$ cat src/rtl/key_matrix_scanner.sv
// 4x4 active-low key matrix scanner with per-tick debounce and a one-deep
// acknowledged event register with sticky overrun.
module key_matrix_scanner #(
  parameter int unsigned SCAN_DIV     = 100000,
  parameter int unsigned DEBOUNCE_CNT = 20
) (
  input  logic       clk,
  input  logic       rst,
  output logic [3:0] row,
  input  logic [3:0] col,
  output logic [3:0] key_code,
  output logic       key_valid,
  input  logic       key_ack,
  output logic       key_held,
  output logic       overrun
);

  localparam int unsigned TickW = $clog2(SCAN_DIV);
  localparam int unsigned CntW  = $clog2(DEBOUNCE_CNT + 1);
  localparam logic [TickW-1:0] TickMax = TickW'(SCAN_DIV - 1);
  localparam logic [CntW-1:0]  CntMax  = CntW'(DEBOUNCE_CNT);
  localparam logic [CntW-1:0]  CntOne  = CntW'(1);

  typedef enum logic [1:0] {StScan, StDebounce, StHeld, StRelease} state_e;

  logic [3:0]       col_meta_q, col_s_q;
  logic [TickW-1:0] tick_cnt_q;
  state_e           state_q;
  logic [1:0]       row_idx_q, cand_row_q, cand_col_q;
  logic [3:0]       row_q;
  logic [CntW-1:0]  stable_cnt_q;
  logic             key_held_q, key_valid_q, overrun_q;
  logic [3:0]       key_code_q;

  logic             tick;
  logic [1:0]       first_low;
  logic             cand_low;
  logic [CntW-1:0]  stable_inc;
  logic [1:0]       row_inc;
  logic [3:0]       row_inc_drive;
  logic             press_evt;
  logic [3:0]       evt_code;

  assign tick          = (tick_cnt_q == TickMax);
  assign cand_low      = ~col_s_q[cand_col_q];
  assign stable_inc    = stable_cnt_q + CntOne;
  assign row_inc       = row_idx_q + 2'd1;
  assign row_inc_drive = ~(4'b0001 << row_inc);

  always_comb begin
    first_low = 2'd0;
    for (int i = 3; i >= 0; i--) begin
      if (!col_s_q[i]) first_low = 2'(i);
    end
  end

  // A press is accepted either straight from SCAN (single-tick debounce) or from DEBOUNCE.
  always_comb begin
    press_evt = 1'b0;
    evt_code  = {cand_row_q, cand_col_q};
    if (tick) begin
      if (state_q == StScan) begin
        press_evt = (col_s_q != 4'hF) && (DEBOUNCE_CNT == 1);
        evt_code  = {row_idx_q, first_low};
      end else if (state_q == StDebounce) begin
        press_evt = cand_low && (stable_inc == CntMax);
      end
    end
  end

  always_ff @(posedge clk or posedge rst) begin
    if (rst) begin
      col_meta_q <= 4'hF;
      col_s_q    <= 4'hF;
      tick_cnt_q <= '0;
    end else begin
      col_meta_q <= col;
      col_s_q    <= col_meta_q;
      tick_cnt_q <= tick ? '0 : tick_cnt_q + 1'b1;
    end
  end

  always_ff @(posedge clk or posedge rst) begin
    if (rst) begin
      state_q      <= StScan;
      row_idx_q    <= 2'd0;
      row_q        <= 4'b1110;
      cand_row_q   <= 2'd0;
      cand_col_q   <= 2'd0;
      stable_cnt_q <= '0;
      key_held_q   <= 1'b0;
    end else if (tick) begin
      unique case (state_q)
        StScan: begin
          if (col_s_q == 4'hF) begin
            row_idx_q <= row_inc;
            row_q     <= row_inc_drive;
          end else begin
            cand_row_q   <= row_idx_q;
            cand_col_q   <= first_low;
            stable_cnt_q <= CntOne;
            if (press_evt) begin
              state_q    <= StHeld;
              key_held_q <= 1'b1;
            end else begin
              state_q <= StDebounce;
            end
          end
        end
        StDebounce: begin
          if (cand_low) begin
            stable_cnt_q <= stable_inc;
            if (press_evt) begin
              state_q    <= StHeld;
              key_held_q <= 1'b1;
            end
          end else begin
            state_q      <= StScan;
            stable_cnt_q <= '0;
            row_idx_q    <= row_inc;
            row_q        <= row_inc_drive;
          end
        end
        StHeld: begin
          if (!cand_low) begin
            if (CntOne == CntMax) begin
              state_q      <= StScan;
              key_held_q   <= 1'b0;
              stable_cnt_q <= '0;
              row_idx_q    <= row_inc;
              row_q        <= row_inc_drive;
            end else begin
              state_q      <= StRelease;
              stable_cnt_q <= CntOne;
            end
          end
        end
        StRelease: begin
          if (cand_low) begin
            state_q      <= StHeld;
            stable_cnt_q <= '0;
          end else if (stable_inc == CntMax) begin
            state_q      <= StScan;
            key_held_q   <= 1'b0;
            stable_cnt_q <= '0;
            row_idx_q    <= row_inc;
            row_q        <= row_inc_drive;
          end else begin
            stable_cnt_q <= stable_inc;
          end
        end
        default: state_q <= StScan;
      endcase
    end
  end

  // A simultaneous ack frees the slot for the new event; otherwise an event on a full slot is lost.
  always_ff @(posedge clk or posedge rst) begin
    if (rst) begin
      key_code_q  <= 4'h0;
      key_valid_q <= 1'b0;
      overrun_q   <= 1'b0;
    end else if (press_evt && (!key_valid_q || key_ack)) begin
      key_code_q  <= evt_code;
      key_valid_q <= 1'b1;
    end else if (press_evt) begin
      overrun_q <= 1'b1;
    end else if (key_ack) begin
      key_valid_q <= 1'b0;
      overrun_q   <= 1'b0;
    end
  end

  assign row       = row_q;
  assign key_code  = key_code_q;
  assign key_valid = key_valid_q;
  assign key_held  = key_held_q;
  assign overrun   = overrun_q;

endmodule

$ cat config.mk
export PLATFORM = sky130hd
export DESIGN_NAME = key_matrix_scanner
export DESIGN_NICKNAME = d
export VERILOG_FILES = /design/src/rtl/key_matrix_scanner.sv
export SDC_FILE = /design/constraint.sdc
export NUM_CORES = 1
export LEC_CHECK = 0
export CAP_MARGIN = 20
export CORE_MARGIN = 2
export CORE_UTILIZATION = 55
export DETAILED_ROUTE_END_ITERATION = 16
export PLACE_DENSITY = 0.76
export SYNTH_ARGS = -nofsm -noshare
export SYNTH_HDL_FRONTEND = slang
export SYNTH_SLANG_ARGS = --single-unit
$ cat constraint.sdc
create_clock -name clk -period 3 [get_ports clk]
set_input_delay 0.9 -clock clk [delete_from_list [all_inputs] [get_ports clk]]
set_output_delay 0.9 -clock clk [all_outputs]
set_load 0.02 [all_outputs]
## Word level (Yosys, flattened, before mapping)

Cells that the tools add are included.

| storage, ports and cells | value |
|---|---|
| flip-flop bits (word level) | 49 |
| input bits | 7 |
| output and inout port bits | 11 |
| logic and storage cells | 99 |

| cells by class | value |
|---|---|
| add/subtract/negate cells | 3 |
| order comparisons | 1 |
| equality and inequality tests | 16 |
| shift-type cells | 1 |
| multiplexer cells | 46 |
| bitwise operators | 4 |
| reduce and logical (&&, ||, !) cells | 15 |

Operator list:

| operator | number |
|---|---|
| $mux 2 | 15 |
| $mux 5 | 5 |
| $mux 4 | 6 |
| $pmux 5 s4 | 1 |
| $add 17x1->17 const B | 1 |
| $eq 17x17->1 const B | 1 |
| $mux 17 | 1 |
| $mux 1 | 13 |
| $ne 2x2->1 const B | 6 |
| $pmux 4 s3 | 1 |
| $reduce_and 6->1 | 2 |
| $pmux 2 s4 | 1 |
| $ne 3x3->1 const B | 2 |
| $pmux 2 s3 | 1 |
| $reduce_and 3->1 | 2 |
| $add 5x1->5 const B | 1 |
| $eq 5x5->1 const B | 1 |
| $reduce_and 5->1 | 1 |
| $eq 2x2->1 const B | 2 |
| $eq 4x4->1 const B | 1 |
| $ne 2x1->1 const B | 2 |
| $not 4->4 | 1 |
| $reduce_and 2->1 | 2 |
| $reduce_bool 2->1 | 2 |
| other kinds (12) | 15 |

## Longest topological paths before layout

Gate-level depths: netlist of the first run.

| logic depth | value |
|---|---|
| word-level depth | 10 |
| depth in mapped cells | 7 |

## Least setup slack after synthesis of the first run

OpenSTA, ideal clock, no wires.

| timing | value |
|---|---|
| kind | flip-flop to flip-flop |
| start point | register tick_cnt_q[6] |
| end point | register key_code_q[2], in the netlist key_code[2] |
| setup time | 125 ps |
| arrival | 2,218 ps |
| required time | 2,875 ps |
| path slack | 657 ps |
| stages on the path, launching flop included | 6 |
| buffers on the path | 0 |
| period minus slack after synthesis | 2,343 ps |
| cell sequence | dfrtp_1 or4b_1 nor4_4 nand3_2 nor3_4 mux2_2 |

| on the way | value |
|---|---|
| word-level cells in the longest chain between the ends | 3 |
| elaborated cells on any way between the ends | 4 |
| classes of those cells | 1 x eq/ne; 2 x mux; 1 x reduce/logical |

RTL lines:

| element | line | source |
|---|---|---|
| from (decl) | 27 | `logic [TickW-1:0] tick_cnt_q;` |
| from (signal assigned) | 79 | `tick_cnt_q <= tick ? '0 : tick_cnt_q + 1'b1;` |
| $eq 17x17->1 (*) | 44 | `assign tick = (tick_cnt_q == TickMax);` |
| $mux 1 | 61 | `if (tick) begin` |
| $logic_and 1x1->1 | 163 | `end else if (press_evt && (!key_valid_q \|\| key_ack)) begin` |
| to (signal assigned) | 164 | `key_code_q <= evt_code;` |
| to (decl) | 33 | `logic [3:0] key_code_q;` |

Mark *: on every way between the ends. The rest lies on a longest branch, timed or not.
A chain may end at the register's enable or synchronous reset.

## Final worst setup path of the first run

| timing | value |
|---|---|
| start point | register tick_cnt_q[6] |
| end point | register key_code_q[3], in the netlist key_code[3] |

Same word-level chain as after synthesis.

==> metrics.log, run 1 <==
[metrics] part of the total power dissipated in sequential elements: 60.7%
[metrics] power density over the cells: 428 nW/um2
[metrics] sequential share of the synthesized area: 54.8%
[metrics] Critical Path Sink Type: flip-flop
[metrics] total of cells resized after clock tree synthesis: 0
[metrics] type of the worst setup path: flip-flop to flip-flop
[metrics] Initial Utilization: 57.0%
[metrics] CTS Buffer Depth: 2
[metrics] met3 global-route usage: 3.95%
[metrics] critical path, cell by cell: or4b_1 > nor4_4 > nand3_2 > nor3_4 > mux2_2
[metrics] Final Routed Wirelength: 3.83 mm
[metrics] worst slew margin relative to its limit: 46.7%
[metrics] number of antenna violations at the first check in global routing: 0
[metrics] fmax: between 300 and 400 MHz
[metrics] synthesized netlist net count: 219
[metrics] final critical-path share of the clock period: 85.3%
[metrics] setup repair after global routing missed its margin: false
[metrics] total setup buffers inserted after CTS: 0
[metrics] count of maximum capacitance violations: 0
[metrics] endpoint of the most critical register-to-register path: key_code[3]$_DFFE_PP0P_
[metrics] Horiz. Die Dim: roughly 70 um
[metrics] antenna viol nets, final: 0
[metrics] IR drop worst, VDD: 0.321 mV
[metrics] largest net degree at the start of global routing: 50
[metrics] total negative setup slack: 0 ps
[metrics] final HPWL from detailed placement: 2.71 mm
[metrics] number of hold violations in the final report: 0
[metrics] FP Rows: 23
[metrics] maximum single-stage delay on the critical path: 600 ps
[metrics] area of combinational cells with multiple inputs: 963 um2
[metrics] level count of the clock H-tree: 2
[metrics] GR Util met2: 30.3%
[metrics] number of hold buffers added after CTS: 0
[metrics] sw frac: 21.4%
[metrics] detailed-route wire length per cell: 13.7 um
[metrics] gpl congestion: slightly below 0.8
[metrics] Global Route Usage Sum: 19.2%
[metrics] count of buffers inserted at the top-level ports: 17
[metrics] Antenna Diode Count: 0
[metrics] total clock buffers created by CTS: 5
[metrics] Slew @ Worst Pin: just under 800 ps
[metrics] Psw: around 240 uW
[metrics] Register-to-Register Path Depth: 5
[metrics] Async S/R FF share, synth: 100%
[metrics] vias after detailed routing: 1520
[metrics] area occupied by registers: 1240 um2
[metrics] fill count: 327
[metrics] count of state elements after synthesis: 49
[metrics] cell area after synthesis: around 2300 um2
[metrics] number of DRC violations after detailed routing: 0
[metrics] cell leakage power: 0.00119 uW
[metrics] start point of the critical path: tick_cnt_q[6]$_DFF_PP0_
[metrics] Clock Tree Root: clkbuf_8
[metrics] clock tree from TritonCTS: done
[metrics] Gate power share: under 10%
[metrics] Data arrival, critical path: 2750 ps
[metrics] DIE HEIGHT: 68.2 um
[metrics] global-route wire length before repair: 6.67 mm
[metrics] grt ovf: 0
[metrics] outcome: finished clean
[metrics] Worst Skew: 7.53 ps
[metrics] startpoint of the most critical register-to-register path: tick_cnt_q[6]$_DFF_PP0_
[metrics] flip-flop cell with the highest count after synthesis: dfrtp_1
[metrics] worst setup path endpoint: key_code[3]$_DFFE_PP0P_
[metrics] I/O pin total: 18
[metrics] vias in the first global route: between 1.5k and 2k
[metrics] clock-pin slew reported for the worst setup and hold paths after clock tree synthesis: 90 ps
[metrics] global route hottest layer: met2
[metrics] internal power: 873 uW
[metrics] worst-path fanout max: 9
[metrics] core occupancy in the finished layout: 65.4%
[metrics] relative area change from synthesis to final layout: 14.6%
[metrics] CP max stage cell: or4b_1
[metrics] first-iteration detailed-routing DRC count: 72
[metrics] type of the most critical hold path: flip-flop to flip-flop
[metrics] Via-to-Cell Ratio: 5.45
[metrics] fin nets: 241
[metrics] fraction of layout instances using a drive strength above 1: 15.3%
[metrics] Final Power: 1110 uW
[metrics] depth of the worst hold-timing path: 0
[metrics] number of max-slew violations in the final report: 0
[metrics] met1 Track Usage GR: between 20% and 30%
[metrics] Initial DRT Pass Iterations: 4
[metrics] average cell area after synthesis: 11.0 um2
[metrics] number of unique standard cell types used by synthesis: 42
[metrics] floorplan die area: about 4600 um2
[metrics] setup-violating endpoint count in the final report: 0
[metrics] total of warnings raised by yosys: 0
[metrics] Std-Cell Core Area: 3970 um2
[metrics] number of clock sinks: 49
[metrics] critical path startpoint category: flip-flop
[metrics] worst-skew pair later-pin latency: about 300 ps
[metrics] number of flops mapped to enable cells by yosys: 0
[metrics] Cells after Synth: 206
[metrics] final period demand of the worst path: around 2600 ps
[metrics] WP data required: 3190 ps
[metrics] Clk network pwr share: between 30% and 40%
[metrics] reg-to-reg slack, setup: 440 ps
==> registers in the layout, indices dropped and copies added (netlist names), named ones only <==
| register | flops |
|---|---|
| state_q | 1 |
| key_code | 4 |
| stable_cnt_q | 5 |
| row | 4 |
| cand_col_q | 2 |
| col_meta_q | 4 |
| key_held | 1 |
| key_valid | 1 |
| tick_cnt_q | 17 |
| cand_row_q | 2 |
| row_idx_q | 2 |
| col_s_q | 4 |
| overrun | 1 |
==> worst min-delay path by stage <==
stage | slack (ps) | start | endpoint
2_1_floorplan | 350 | col_meta_q[0]$_DFF_PP1_ | col_s_q[0]$_DFF_PP1_
3_3_place_gp | 350 | col_meta_q[3]$_DFF_PP1_ | col_s_q[3]$_DFF_PP1_
3_5_place_dp | 350 | col_meta_q[3]$_DFF_PP1_ | col_s_q[3]$_DFF_PP1_
4_1_cts | 360 | col_meta_q[3]$_DFF_PP1_ | col_s_q[3]$_DFF_PP1_
5_1_grt | 370 | col_meta_q[3]$_DFF_PP1_ | col_s_q[3]$_DFF_PP1_
6_report | 360 | col_meta_q[3]$_DFF_PP1_ | col_s_q[3]$_DFF_PP1_
==> cells in the final DEF (no fill, tap or decap), types with 2 or more instances in the layout <==
cell type and n:
dfrtp_1 38, nand2_1 20, clkdlybuf4s50_1 17, nor2_1 15
nand3_1 14, o21ai_0 12, inv_1 11, dfstp_2 11
xnor2_1 7, xor2_1 6, ha_1 6, clkbuf_8 6
nand2b_1 5, mux2_2 5, nand4_1 4, a21o_1 4
mux2i_1 4, a21oi_1 4, or4b_1 3, o211ai_1 3
a21boi_0 3, and3_1 3, or2_2 2, a22oi_1 2
nor2b_1 2, buf_4 2
==> cell usage after synthesis, types with 2 or more instances <==
master,n,share of area (%)
nor2_1,15,2.5
o211ai_1,3,0.99
o21ai_0,12,2.7
a21o_1,4,1.3
a21boi_0,3,0.99
a22oi_1,2,0.66
nand4_1,4,1.1
inv_1,12,2.0
ha_1,6,3.3
xor2_1,6,2.3
or2_2,2,0.55
mux2_2,5,2.5
dfrtp_1,38,42
dfstp_2,11,13
or4b_1,3,1.3
mux2i_1,4,1.8
nand2_1,20,3.3
nand3_1,14,3.1
and3_1,3,0.83
nand2b_1,5,1.4
clkbuf_1,3,0.50
xnor2_1,7,2.7
a21oi_1,4,0.88
nor2b_1,2,0.55
==> kinds of logic (layout without fill, tap and decap cells) <==
logic type | count (synthesis) | in the layout | share of synthesized area (%)
AND/OR/NAND/NOR | 77 | 77 | 18.8
flip-flops | 49 | 49 | 54.8
AO/OA/AOI/OAI | 35 | 35 | 10.1
buffers and inverters | 16 | 39 | 2.71
XOR/XNOR | 13 | 13 | 5.03
multiplexers | 10 | 10 | 5.25
adder cells (fa/ha/maj) | 6 | 6 | 3.31
==> critical path: cells and delay by family (launching register included) <==
family | cells | cell delay [ps]
flip-flops | 1 | 430
multiplexers | 1 | 370
AND/OR/NAND/NOR | 4 | 1650
==> power groups by stage <==
stage	sequential, uW	combinational [uW]	clock, uW
2_1_floorplan	685	17.2	0
3_3_place_gp	686	31.5	0
3_5_place_dp	686	31.2	0
4_1_cts	674	31.6	417
5_1_grt	675	35.3	447
6_report	674	30.5	406
==> final cells by class <==
class | count | share of cell area [%]
Inverter | 12 | 1.73
Clock inverter | 2 | 0.675
Multi-Input combinational cell | 141 | 37.1
Sequential cell | 49 | 47.8
Timing Repair Buffer | 19 | 7.13
Tap cell | 50 | 2.41
Clock buffer | 6 | 3.18
==> metrics by stage <==
| stage | cells | setup WS, ps | cell area, um2 | hold WS, ps |
|---|---|---|---|---|
| floorplan | 206 | 657 | 2260 | 345 |
| global placement | 271 | 507 | 2500 | 346 |
| detailed placement | 271 | 418 | 2500 | 348 |
| CTS | 279 | 432 | 2600 | 361 |
| global route | 279 | 261 | 2600 | 366 |
| finish | 279 | 442 | 2600 | 359 |
==> layer usage <==
layer / up-vias / share of wire (%)
met2: 20 / 48
met1: 736 / 48
li1: 760 / -
met5: - / 0
met3: 4 / 2.8
met4: 0 / 1.1
Note: power is estimated with default switching activity, not from simulation.
==> inputs of run 2 (changes only) <==
- SLEW_MARGIN: default -> 40
==> results of run 2 <==
Final layout, timing and power as in run 1 (identical DEF).
==> inputs of run 3 (changes only) <==
- ABC_AREA: default -> 1
- CTS_BUF_LIST: default -> sky130_fd_sc_hd__clkbuf_8 sky130_fd_sc_hd__clkbuf_16
- PLACE_DENSITY: 0.76 -> 0.75
==> metrics.log, run 3 <==
[metrics] outcome: finished clean
[metrics] worst slew margin relative to its limit: 74.3% (+28 points)
[metrics] fraction of layout instances using a drive strength above 1: 20.7% (+5.4 points)
[metrics] total negative setup slack: 0 ps (unchanged)
[metrics] final HPWL from detailed placement: 3.58 mm (+32%)
[metrics] final period demand of the worst path: 2320 ps (-243 ps)
[metrics] register bank with the most flops: tick_cnt_q
[metrics] most numerous cell types in the synthesized netlist: nand2_1 (65), dfrtp_1 (38), inv_1 (35), nor2_1 (28), nand3_1 (17)
[metrics] kind of cell adding the most delay to the critical path: buffers and inverters
[metrics] reg-to-reg slack, setup: 1160 ps (+720 ps)
[metrics] number of unique standard cell types used by synthesis: 29 (-31%)
[metrics] core occupancy in the finished layout: 63.1% (-2.2 points)
[metrics] CP max stage cell: clkdlybuf4s50_1
[metrics] level count of the clock H-tree: 2 (unchanged)
[metrics] synthesized netlist net count: 316 (+44%)
[metrics] final critical-path share of the clock period: 77.2% (-8.1 points)
[metrics] detailed-route wire length per cell: 12.1 um (-12%)
[metrics] count of state elements after synthesis: 49 (unchanged)
[metrics] top cells by area in the synthesized netlist: dfrtp_1 (36%), dfstp_2 (11%), nand2_1 (9.3%)
[metrics] largest net degree at the start of global routing: 19 (-62%)
[metrics] Global Route Usage Sum: 20.0% (+0.75 points)
[metrics] post-synth top area share: 36.4% (-5.6 points)
[metrics] I/O pin total: 18 (unchanged)
[metrics] IR drop worst, VDD: 0.401 mV (+25%)
[metrics] Initial DRT Pass Iterations: 4 (unchanged)
[metrics] endpoint of the most critical register-to-register path: row_idx_q[1]$_DFFE_PP0P_
[metrics] leading cell types in the layout, fill and taps excluded: nand2_1 (65), dfrtp_1 (38), inv_1 (36)
[metrics] count of maximum capacitance violations: 0 (unchanged)
[metrics] post-synthesis compound-gate area fraction: 7.47% (-2.6 points)
[metrics] simple-gate area share of the yosys netlist: 32.5% (+14 points)
[metrics] power density over the cells: 369 nW/um2 (-14%)
[metrics] number of hold buffers added after CTS: 0 (unchanged)
[metrics] DIE HEIGHT: 72.9 um (+6.9%)
[metrics] Critical Path Sink Type: output pin
[metrics] relative area change from synthesis to final layout: 12.7%
[metrics] setup-violating endpoint count in the final report: 0 (unchanged)
[metrics] flip-flop cell with the highest count after synthesis: dfrtp_1
[metrics] depth of the worst hold-timing path: 0 (unchanged)
[metrics] arithmetic-cell share of the synthesized area counting full adders, half adders and majority gates: 2.87% (-0.44 points)
[metrics] CTS Buffer Depth: 2 (unchanged)
[metrics] number of max-slew violations in the final report: 0 (unchanged)
[metrics] Register-to-Register Path Depth: 10 (+5)
[metrics] WP data required: 2100 ps (-1090 ps)
[metrics] Worst Skew: 11.3 ps (+3.81 ps)
[metrics] fmax: 432 MHz (+10%)
[metrics] type of the most critical hold path: flip-flop to flip-flop
[metrics] global-route wire length before repair: 8.36 mm (+25%)
[metrics] Buf+Inv Stages, Crit Path: 1 (+1)
[metrics] floorplan die area: 5320 um2 (+14%)
[metrics] first-iteration detailed-routing DRC count: 106 (+47%)
[metrics] Async S/R FF share, synth: 100% (unchanged)
[metrics] number of antenna violations at the first check in global routing: 0 (unchanged)
[metrics] Slew @ Worst Pin: 383 ps (-406 ps)
[metrics] max reg flops: 17 (unchanged)
[metrics] launch point of the worst hold path: col_meta_q[1]$_DFF_PP1_
[metrics] type of the worst setup path: flip-flop to output pin
[metrics] clock-pin slew reported for the worst setup and hold paths after clock tree synthesis: 80 ps (about the same)
[metrics] Antenna Diode Count: 0 (unchanged)
[metrics] number of DRC violations after detailed routing: 0 (unchanged)
[metrics] clock tree from TritonCTS: done
[metrics] average cell area after synthesis: 8.62 um2 (-22%)
[metrics] startpoint of the most critical register-to-register path: stable_cnt_q[0]$_DFFE_PP0P_
[metrics] worst-skew pair later-pin latency: 300 ps (about the same)
[metrics] number of hold violations in the final report: 0 (unchanged)
[metrics] sequential share of the synthesized area: 47.5% (-7.3 points)
[metrics] maximum single-stage delay on the critical path: 590 ps (about the same)
[metrics] vias in the first global route: 1903 (+25%)
[metrics] cell leakage power: 0.00135 uW (+13%)
[metrics] antenna viol nets, final: 0 (unchanged)
[metrics] number of flops mapped to enable cells by yosys: 0 (unchanged)
[metrics] fin nets: 341 (+41%)
[metrics] number of clock sinks: 49 (unchanged)
[metrics] Cells after Synth: 303 (+47%)
[metrics] cell area after synthesis: 2610 um2 (+15%)
[metrics] min setup slack post-route: 685 ps (+243 ps)
[metrics] Clock Tree Root: clkbuf_8
[metrics] total of warnings raised by yosys: 0 (unchanged)
[metrics] vias after detailed routing: 1971 (+30%)
[metrics] count of buffers inserted at the top-level ports: 17 (unchanged)
[metrics] start point of the critical path: row[2]$_DFFE_PP1P_
[metrics] Final Routed Wirelength: 4.63 mm (+21%)
[metrics] worst-path fanout max: 2 (-7)
[metrics] critical path, cell by cell: clkdlybuf4s50_1
[metrics] terminating pin of the worst hold path: col_s_q[1]$_DFF_PP1_
[metrics] total of cells resized after clock tree synthesis: 0 (unchanged)
[metrics] dominant cell by count in the synthesized netlist: nand2_1
[metrics] most frequent standard cell in the layout excluding fill and tap cells: nand2_1
[metrics] Placed Cells incl. Taps: 375 (+38%)
[metrics] Horiz. Die Dim: 72.9 um (+6.9%)
[metrics] Via-to-Cell Ratio: 5.15 (-5.5%)
[metrics] Initial Utilization: 56.0% (-1.0 points)
[metrics] gpl congestion: 0.914 (+17%)
[metrics] Synth area leader: dfrtp_1
[metrics] combinational family with the most area after synthesis: simple AND/OR/NAND/NOR gates
[metrics] number of cells in the finished layout apart from fillers: 383 (+37%)
[metrics] Std-Cell Core Area: 4660 um2 (+17%)
[metrics] pre-CTS setup slack: 999 ps (+582 ps)
[metrics] Data arrival, critical path: 1420 ps (-1330 ps)
[metrics] critical path startpoint category: flip-flop
[metrics] XOR/XNOR share of the synthesized area: 3.35% (-1.7 points)
[metrics] Final Power: 1090 uW (-2.1%)
[metrics] total clock buffers created by CTS: 5 (unchanged)
[metrics] total setup buffers inserted after CTS: 0 (unchanged)
[metrics] grt ovf: 0 (unchanged)
[metrics] setup repair after global routing missed its margin: false
[metrics] FP Rows: 25 (+8.7%)
[metrics] post-synthesis mux area share: 0% (-5.2 points)
[metrics] top flop regs: tick_cnt_q x17, stable_cnt_q x5
## run 3: worst max path at each step
stage / cells past startpoint / endpoint / slack [ps]
finish: 1 / row[2] / 680
global route: 1 / row[2] / 640
CTS: 1 / row[1] / 670
detailed placement: 1 / row[1] / 1000
global placement: 1 / row[2] / 1000
floorplan: 1 / async pin / 950
## run 3: through the flow
stage / hold slack [ps] / cell area, um2
floorplan: 345 / 2610
global placement: 346 / 2850
detailed placement: 347 / 2850
CTS: 359 / 2940
global route: 363 / 2940
finish: 357 / 2940
## run 3: area by class of cell
class                           instances  area [um2]
Inverter                               41         154
Timing Repair Buffer                   19         185
Sequential cell                        49        1240
Clock buffer                            6        82.6
Tap cell                               54        67.6
Multi-Input combinational cell        212        1210
Fill cell                             412        1720
Clock inverter                          2        7.51
## run 3: layer usage
metal  routed length (um)  global-route usage (%)  vias up
met1                 2150                    26.5      919
met4                   73                    7.61        0
met2                 2270                    32.2       29
li1                     -                       -     1016
met3                  142                    4.28        7
met5                    0                       0        -
## run 3: logic make-up (layout without fill, tap and decap cells)
logic type | count (synthesis) | in the layout
flip-flops | 49 | 49
XOR/XNOR | 10 | 10
buffers and inverters | 42 | 68
AO/OA/AOI/OAI | 32 | 32
adder cells (fa/ha/maj) | 6 | 6
AND/OR/NAND/NOR | 164 | 164
## run 3: report_power, final
part / total, uW / internal, uW / switching [uW]
clock: 383 / 181 / 202
sequential: 673 / 670 / 2.94
combinational: 30.5 / 11.1 / 19.4
